[src/rtl/io_port_responder.sv]
// ---------------------------------------------------------------------------
// io_port_responder
//
// Device-side responder for the CPU 'out' and 'in' I/O instructions.
//
// Output path
//   OutputWrite pushes OutData into an OUT_DEPTH-entry FIFO. The FIFO drains
//   to an external device over out_valid / out_ready. A push while the FIFO
//   is full drops the word, because the CPU cannot stall. Software polls
//   out_full to avoid this.
//
// Input path
//   A one-entry holding register (EMPTY/FULL) is filled by the external
//   device over in_valid / in_ready. The CPU consumes it with InRead.
//   InData always comes from the register and has no combinational path
//   from in_data.
//
// Ports
//   CLK          in   1       system clock, rising edge
//   Reset        in   1       asynchronous, active-high
//   OutputWrite  in   1       push OutData
//   OutData      in   DATA_W  value to emit
//   InRead       in   1       consume held input
//   InData       out  DATA_W  held (or last consumed) input value
//   in_avail     out  1       holding register occupied
//   out_full     out  1       output FIFO full
//   out_valid    out  1       external output data valid
//   out_data     out  DATA_W  FIFO head (0 when empty)
//   out_ready    in   1       external device accepts out_data
//   in_valid     in   1       external device offers in_data
//   in_data      in   DATA_W  external input data
//   in_ready     out  1       holding register can accept in_data
//   err_clr      in   1       (IO_ERR_FLAGS_EN) clear sticky error flags
//   err_ovf      out  1       (IO_ERR_FLAGS_EN) sticky: push while full
//   err_unf      out  1       (IO_ERR_FLAGS_EN) sticky: InRead while empty
//
// Build option: define IO_ERR_FLAGS_EN to add the sticky error-flag ports.
// ---------------------------------------------------------------------------
module io_port_responder #(
    parameter int DATA_W    = 16,
    parameter int OUT_DEPTH = 4,
    parameter int PTR_W     = 2
) (
    input  logic              CLK,
    input  logic              Reset,
    input  logic              OutputWrite,
    input  logic [DATA_W-1:0] OutData,
    input  logic              InRead,
    output logic [DATA_W-1:0] InData,
    output logic              in_avail,
    output logic              out_full,
    output logic              out_valid,
    output logic [DATA_W-1:0] out_data,
    input  logic              out_ready,
    input  logic              in_valid,
    input  logic [DATA_W-1:0] in_data,
    output logic              in_ready
`ifdef IO_ERR_FLAGS_EN
    ,
    input  logic              err_clr,
    output logic              err_ovf,
    output logic              err_unf
`endif
);

    localparam logic [PTR_W:0] FULL_CNT = (PTR_W+1)'(OUT_DEPTH);

    typedef enum logic {
        HOLD_EMPTY = 1'b0,
        HOLD_FULL  = 1'b1
    } hold_state_t;

    // ------------------------------------------------------------------
    // Output FIFO
    // ------------------------------------------------------------------
    logic [DATA_W-1:0] mem_q [OUT_DEPTH];
    logic [DATA_W-1:0] mem_d [OUT_DEPTH];
    logic [PTR_W-1:0]  wr_ptr_q, wr_ptr_d;
    logic [PTR_W-1:0]  rd_ptr_q, rd_ptr_d;
    logic [PTR_W:0]    count_q, count_d;
    logic              push, pop;

    // Both strobes are derived from the registered count, so a push and a
    // pop on the same edge never see each other's effect.
    assign out_valid = (count_q != '0);
    assign out_full  = (count_q == FULL_CNT);
    assign push      = OutputWrite & ~out_full;
    assign pop       = out_valid & out_ready;

    // The head is forced to 0 when the FIFO is empty, so the storage array
    // itself needs no reset. While stalled, the head cannot change: rd_ptr
    // holds, and a push never targets the head slot unless the FIFO is full,
    // which blocks the push.
    assign out_data  = out_valid ? mem_q[rd_ptr_q] : '0;

    always_comb begin
        mem_d    = mem_q;
        wr_ptr_d = wr_ptr_q;
        rd_ptr_d = rd_ptr_q;
        count_d  = count_q;
        if (push) begin
            mem_d[wr_ptr_q] = OutData;
            wr_ptr_d        = wr_ptr_q + 1'b1;
        end
        if (pop) begin
            rd_ptr_d = rd_ptr_q + 1'b1;
        end
        case ({push, pop})
            2'b10:   count_d = count_q + 1'b1;
            2'b01:   count_d = count_q - 1'b1;
            default: count_d = count_q;
        endcase
    end

    always_ff @(posedge CLK) begin
        mem_q <= mem_d;
    end

    always_ff @(posedge CLK or posedge Reset) begin
        if (Reset) begin
            wr_ptr_q <= '0;
            rd_ptr_q <= '0;
            count_q  <= '0;
        end else begin
            wr_ptr_q <= wr_ptr_d;
            rd_ptr_q <= rd_ptr_d;
            count_q  <= count_d;
        end
    end

    // ------------------------------------------------------------------
    // Input holding register
    // ------------------------------------------------------------------
    hold_state_t       hold_state_q, hold_state_d;
    logic [DATA_W-1:0] hold_data_q, hold_data_d;

    always_ff @(posedge CLK or posedge Reset) begin
        if (Reset) begin
            hold_state_q <= HOLD_EMPTY;
            hold_data_q  <= '0;
        end else begin
            hold_state_q <= hold_state_d;
            hold_data_q  <= hold_data_d;
        end
    end

    // The data register is never cleared on a read. After a read it still
    // holds the last consumed word, which is what InData must show in EMPTY.
    always_comb begin
        hold_state_d = hold_state_q;
        hold_data_d  = hold_data_q;
        in_ready     = 1'b0;
        in_avail     = 1'b0;
        case (hold_state_q)
            HOLD_EMPTY: begin
                in_ready = 1'b1;
                if (in_valid) begin
                    hold_data_d  = in_data;
                    hold_state_d = HOLD_FULL;
                end
            end
            HOLD_FULL: begin
                in_avail = 1'b1;
                // in_ready is low here, so a word offered alongside InRead
                // waits until the register is EMPTY on the next cycle.
                if (InRead) begin
                    hold_state_d = HOLD_EMPTY;
                end
            end
            default: begin
                hold_state_d = HOLD_EMPTY;
            end
        endcase
    end

    assign InData = hold_data_q;

`ifdef IO_ERR_FLAGS_EN
    // ------------------------------------------------------------------
    // Sticky error flags
    // ------------------------------------------------------------------
    logic err_ovf_q, err_ovf_d;
    logic err_unf_q, err_unf_d;

    // Apply the clear first so that a coincident set event wins.
    always_comb begin
        err_ovf_d = err_ovf_q;
        err_unf_d = err_unf_q;
        if (err_clr) begin
            err_ovf_d = 1'b0;
            err_unf_d = 1'b0;
        end
        if (OutputWrite && out_full) begin
            err_ovf_d = 1'b1;
        end
        if (InRead && (hold_state_q == HOLD_EMPTY)) begin
            err_unf_d = 1'b1;
        end
    end

    always_ff @(posedge CLK or posedge Reset) begin
        if (Reset) begin
            err_ovf_q <= 1'b0;
            err_unf_q <= 1'b0;
        end else begin
            err_ovf_q <= err_ovf_d;
            err_unf_q <= err_unf_d;
        end
    end

    assign err_ovf = err_ovf_q;
    assign err_unf = err_unf_q;
`endif

endmodule

[config.mk]
export PLATFORM = sky130hd
export DESIGN_NAME = io_port_responder
export DESIGN_NICKNAME = d
export VERILOG_FILES = /design/src/rtl/io_port_responder.sv
export SDC_FILE = /design/constraint.sdc
export NUM_CORES = 1
export LEC_CHECK = 0
export ABC_AREA = 1
export CAP_MARGIN = 40
export CORE_MARGIN = 2
export CORE_UTILIZATION = 40
export CTS_BUF_LIST = sky130_fd_sc_hd__clkbuf_4
export DETAILED_ROUTE_END_ITERATION = 10
export PLACE_DENSITY = 0.72
export SLEW_MARGIN = 0
export SYNTH_ARGS = -nofsm -noshare
export SYNTH_HDL_FRONTEND = slang
export SYNTH_SLANG_ARGS = --single-unit
[constraint.sdc]
create_clock -name CLK -period 1.9 [get_ports CLK]
set_input_delay 0.38 -clock CLK [delete_from_list [all_inputs] [get_ports CLK]]
set_output_delay 0.38 -clock CLK [all_outputs]
set_load 0.05 [all_outputs]
==> results.md, run 1 <==
* Failing checks: setup timing
* Setup TNS at -1.493 ns
* GRT Total Usage at 15.87%
* Ys Warns at 0
* Vias in the first global route at 2828
* Yosys top cell by area: edfxtp_1
* Req. time, crit path at 1.52 ns
* Post-synth top area share at 49.72%
* Seq/Total Area, Yosys at 65.26%
* Drt via density at 4.604
* # DRC at 0
* Synth Area in Simple Gates at 18.52%
* Nets at 519
* #FFs+latches synth at 88
* Switching part of the total at 44.18%
* Die Y at 102.3 µm
* DR pass1 iterations at 4
* Post-synthesis mux area share at 0%
* CTS tree: yes
* Switching pwr at 0.004020 W
* Period utilization at 108.0%
* Setup-failing EPs final at 16
* Detailed Route WL at 7963 µm
* Port Buffers at between 70 and 80
* Row count at 35
* Mean Syn Cell Area at 10.09 µm²
* VDD IR max at approximately 950 µV
* Post-DP HPWL at 5422 µm
* Die ar. at 10460 µm²
* Count of cell types in the netlist at 19
* Fmax at about 500 MHz
* H-tree depth at 3
* Clk sink count at 88
* Die width at 102.3 µm
* Max-slew headroom at roughly 66%
* Fin crit period at 2.053 ns
* Max Slew Vio Count at 0
* # IOs at 74
* Post-synthesis xor/xnor area fraction at 0.4532%
* Slew @ Worst Pin at approximately 0.52 ns
* Instance count of the mapped netlist at 383
* CTS max path bufs at 2
* Clock slew at reported path FFs at 0.14 ns
* CP max stage cell: dfrtp_2
* Compound-Gate Fraction of Synth Area at under 10%
* Fin area at 5296 µm²
* Gr ovfl total at 0
* Max Cap Viol at 0
* Final hold vios at 0
* Internal power at 0.005080 W
* Fin Clk Skew at 0.01281 ns
* Leak at about 2.4 nW
* Routed vias at 2804
* Worst setup SP type: flop
* # diodes at 0
* Sequential share of power at between 20% and 30%
* Most frequent cells in the layout: 107 x nand2_1, 77 x inv_1, 64 x edfxtp_1
* Synth-to-Final Area Change at 37.03%
* Critical path endpoint category: output pin
* WL/cell at 13.08 µm
* Main combinational cell family by area after synthesis: simple AND/OR/NAND/NOR gates
* DP Worst Slack at -0.1835 ns
* Arrival time worst endpoint at 1.67 ns
* Cell Pwr Density at around 1700 nW/µm²
* Final Wtd Congestion at 0.8057
* Antenna violations before repair at 0
* Cell Area, Placed at around 4900 µm²
* DRT antenna net count at 0
* Syn nets at 427
* Worst skew pair latency at roughly 0.43 ns
* Combinational share of power at 59.0%
* Share of cells above drive strength 1 at roughly 22%
* Filler Cell Count at approximately 780
* Global-route wire length before repair at 12660 µm
* RSZ-0062 raised after global routing: yes
* TritonCTS Buffers at 9
* CP Class: flop to output pin
* Outcome: complete, but fails checks
* R2R Setup Slk at between 0.1 and 0.15 ns
* Worst-path fanout max at 14
* Largest stage delay, worst path at 0.48 ns
* Synth area leaders: edfxtp_1 50%, dfrtp_1 16%, nand2_1 11%
* Clk pwr share at 11.5%
* Worst Hold Class: primary input to async pin
* Largest net degree at the start of global routing at 34
* Setup slack after layout at -0.1529 ns
* CP cell instances: buf_6 -> nand2_1 -> nand3_1 -> a21oi_2 -> buf_12
* Cell area after synthesis at approximately 3900 µm²
* Core area at 9328 µm²
* Initial Util at 41.44%
* Iter 0 DRT Violations at 97
* Synthesized-area fraction occupied by adder cells at 2.137%
* Root Buffer Master: clkbuf_4
* Most common cell after layout, fill and taps aside: nand2_1
* Min Hold Slack at 0.2828 ns
layout make-up:
type / instances / area (µm²) / area share (%)
clock buffer: 9 / 67.56 / 1.276
clock inverter: 7 / 76.32 / 1.441
inverter: 83 / 326.6 / 6.166
multi-input combinational: 197 / 1074 / 20.27
sequential: 88 / 2524 / 47.65
tap: 129 / 161.4 / 3.047
timing repair buffer: 96 / 1067 / 20.15
flip-flops by register name, summed over array words and instances (netlist names):
name          flops
count_q           3
rd_ptr_q          2
InData           16
mem_q            64
wr_ptr_q          2
hold_state_q      1
through the flow:
step	util, %	instances	power (W)
2_1_floorplan	-	383	0.005589
3_3_place_gp	52.98	588	0.007516
3_5_place_dp	52.98	588	0.007625
4_1_cts	55.20	604	0.008850
5_1_grt	56.78	609	0.009579
6_report	56.78	609	0.009100
metal layers:
layer  share of wire [%]  track usage (%)  up-vias
met5                   0                0        -
met1                  39            17.65     1311
met4                 2.7            6.462        0
met3                 6.2            4.309       18
li1                    -                -     1391
met2                  52            28.74       84
kinds of logic (layout without fill, tap and decap cells):
family / count (synthesis) / count (layout)
AO/OA/AOI/OAI: 19 / 19
XOR/XNOR: 2 / 2
adder cells (fa/ha/maj): 6 / 6
buffers and inverters: 98 / 195
flip-flops: 88 / 88
AND/OR/NAND/NOR: 170 / 170
worst max-delay path, delay by kind of cell, from the launching register on:
| kind | cells | cell delay, ns |
|---|---|---|
| buf+inv | 2 | 0.34 |
| simple gates | 2 | 0.17 |
| compound gates | 1 | 0.25 |
| flops | 1 | 0.48 |
synth_stat cells, drive strengths merged:
library cell and instances:
ha 5, o21ai 3, fa 1, edfxtp 64, xnor2 2, nor2 4
buf 15, nand4 1, nand3 54, dfrtp 24, inv 83, nand2 111
a21oi 16
worst paths after layout:
check | start | to | cells after the start
worst max-delay path | rd_ptr_q[0] | out_data[6] | 5
worst min-delay path | Reset | InData[0] | 3
worst max register to register | count_q[0] | count_q[2] | 10
worst min register to register | InData[3] | InData[3] | 2
max in group asynchronous | Reset | rd_ptr_q[0] | 3
min in group CLK | InData[3] | InData[3] | 2
power groups by stage:
stage	sequential, W	combinational [W]	clock, W
floorplan	0.00293	0.00266	0
global placement	0.00269	0.00483	0
detailed placement	0.00271	0.00492	0
CTS	0.00268	0.00511	0.00107
global route	0.00272	0.00570	0.00116
finish	0.00269	0.00537	0.00104
timing repair:
item,CTS,global route
pin swaps,4,4
setup buffers,0,5
gates resized for setup,32,25
endpoints found under the setup margin,26,18
hold buffers,0,0
No activity file was read; power rests on OpenSTA's default activity.
==> run 2: changes to the inputs <==
--- a/config.mk
+++ b/config.mk
@@ -12,2 +12,3 @@
 export CTS_BUF_LIST = sky130_fd_sc_hd__clkbuf_4
+export CTS_CLUSTER_SIZE = 40
 export DETAILED_ROUTE_END_ITERATION = 10
@@ -18 +19,2 @@
 export SYNTH_SLANG_ARGS = --single-unit
+export TNS_END_PERCENT = 10
==> constraint.sdc (replaced) <==
create_clock -name CLK -period 1.9 [get_ports CLK]
set_input_delay 0.285 -clock CLK [delete_from_list [all_inputs] [get_ports CLK]]
set_output_delay 0.285 -clock CLK [all_outputs]
set_load 0.05 [all_outputs]
==> results.md, run 2 (same netlist as run 1, synthesis figures left out) <==
* VDD IR max at 987.9 µV
* GRT Total Usage at 16.59%
* RR Startpoint: count_q[1]
* Vias in the first global route at between 2000 and 3000
* Nets at 511
* Synth-to-Final Area Change at 35.32%
* Max Slew Vio Count at 0
* Req. time, crit path at 1.62 ns
* Switching part of the total at 44.44%
* Worst setup SP type: flop
* Fmax at 518.2 MHz
* DP Worst Slack at -0.04763 ns
* Leak at approximately 2.4 nW
* Root Buffer Master: clkbuf_4
* Worst Hold Class: primary input to async pin
* Sequential share of power at between 20% and 30%
* Port Buffers at 73
* Switching pwr at ~0.004 W
* R2R depth at 10
* Reg2reg end: count_q[2]
* Failing checks: setup timing
* Largest net degree at the start of global routing at 34
* Setup-failing EPs final at 4
* Period utilization at 101.6%
* Global-route wire length before repair at 12970 µm
* WL/cell at 13.27 µm
* Post-DP HPWL at 5341 µm
* Final hold vios at 0
* Most common cell after layout, fill and taps aside: nand2_1
* Worst skew pair latency at roughly 0.43 ns
* Slew @ Worst Pin at 0.5121 ns
* # DRC at 0
* Antenna violations before repair at 0
* Iter 0 DRT Violations at ~110
* Die Y at about 100 µm
* # IOs at 74
* TritonCTS Buffers at 9
* Clk sink count at 88
* Clk pwr share at 11.7%
* Drt via density at 4.579
* Worst-path fanout max at 12
* Gr ovfl total at 0
* Setup slack after layout at -0.02964 ns
* Arrival time worst endpoint at about 1.6 ns
* Internal power at 0.005003 W
* DRT antenna net count at 0
* Core area at 9328 µm²
* # diodes at 0
* Die ar. at 10460 µm²
* Most flop-heavy register: mem_q
* Clock slew at reported path FFs at 0.14 ns
* DR pass1 iterations at 4
* CTS tree: yes
* Initial Util at 41.44%
* R2R Setup Slk at 0.15 ns
* Fin crit period at between 1.5 and 2 ns
* Outcome: complete, but fails checks
* Most frequent cells in the layout: 110 x nand2_1, 76 x inv_1, 64 x edfxtp_1
* Combinational share of power at 58.4%
* RSZ-0062 raised after global routing: yes
* Pwr Total at 0.009005 W
* Fin Clk Skew at around 0.022 ns
* Critical path endpoint category: output pin
* CP Class: flop to output pin
* Filler Cell Count at 777
* Max reg flops at 64
* Cell Pwr Density at 1722 nW/µm²
* CTS max path bufs at 2
* Die width at 102.3 µm
* Share of cells above drive strength 1 at 18.86%
* Hold Buf Count CTS at 0
* Post-layout utilization of the core at 56.07%
* H-tree depth at 3
* Row count at 35
* Max-slew headroom at between 60% and 70%
* Final Wtd Congestion at 0.7620
* # Post-CTS Setup Buffers at 0
* Detailed Route WL at around 8000 µm
* Max Cap Viol at 0
* Routed vias at 2752
-- run 2: stage by stage --
step           TNS (ns)  hold WS (ns)  cells  cell area, µm²
4_1_cts         -0.3055        0.1842    601            5191
3_3_place_gp          0        0.4560    585            4917
3_5_place_dp   -0.04763        0.4612    585            4917
2_1_floorplan    -1.094        0.2996    383            3865
6_report       -0.07726        0.1961    601            5230
5_1_grt          -1.495        0.2058    601            5230
-- run 2: cell type report --
cell class                      count  area (µm²)  share of cell area (%)
Timing Repair Buffer               88        1011                   19.33
Tap cell                          129       161.4                   3.086
Inverter                           83       326.6                   6.244
Sequential cell                    88        2524                   48.25
Clock buffer                       10       75.07                   1.435
Clock inverter                      6       68.82                   1.316
Multi-Input combinational cell    197        1064                   20.33
-- run 2: how the worst max path moves through the flow --
| stage | from | to | slack [ns] | cells past startpoint |
|---|---|---|---|---|
| final | rd_ptr_q[0] | out_data[5] | -0.03 | 5 |
| after global routing | rd_ptr_q[1] | out_data[8] | -0.14 | 4 |
| after floorplan | count_q[0] | out_data[0] | -0.11 | 5 |
| after CTS | rd_ptr_q[0] | out_data[6] | -0.05 | 5 |
| after detailed placement | out_ready | count_q[2] | -0.05 | 10 |
| after global placement | out_ready | count_q[2] | 0.05 | 10 |
-- run 2: worst max-delay path, stage by stage, from the launching register on --
cell	delay, ns
dfrtp_2	0.48
buf_6	0.17
nand2_1	0.08
nand3_1	0.10
a21oi_2	0.23
buf_12	0.17
-- run 2: power by group through the flow --
stage / combinational, W / clock, W / sequential (W)
detailed placement: 0.00489 / 0 / 0.00270
global route: 0.00560 / 0.00116 / 0.00273
global placement: 0.00480 / 0 / 0.00269
floorplan: 0.00264 / 0 / 0.00293
finish: 0.00526 / 0.00106 / 0.00269
CTS: 0.00520 / 0.00108 / 0.00268
-- run 2: per-layer routing --
metal | track usage, % | share of wire (%) | up-vias
met3 | 5.267 | 6.6 | 14
met4 | 8.103 | 1.8 | 0
met1 | 18.71 | 41 | 1272
met5 | 0 | 0 | -
met2 | 28.49 | 50 | 96
li1 | - | - | 1370
-- run 2: repair_timing --
item                                    in CTS  in global routing
gates resized for setup                     54                 12
endpoints found under the setup margin      33                 18
pin swaps                                    6                  2
gates cloned                                 0                  0
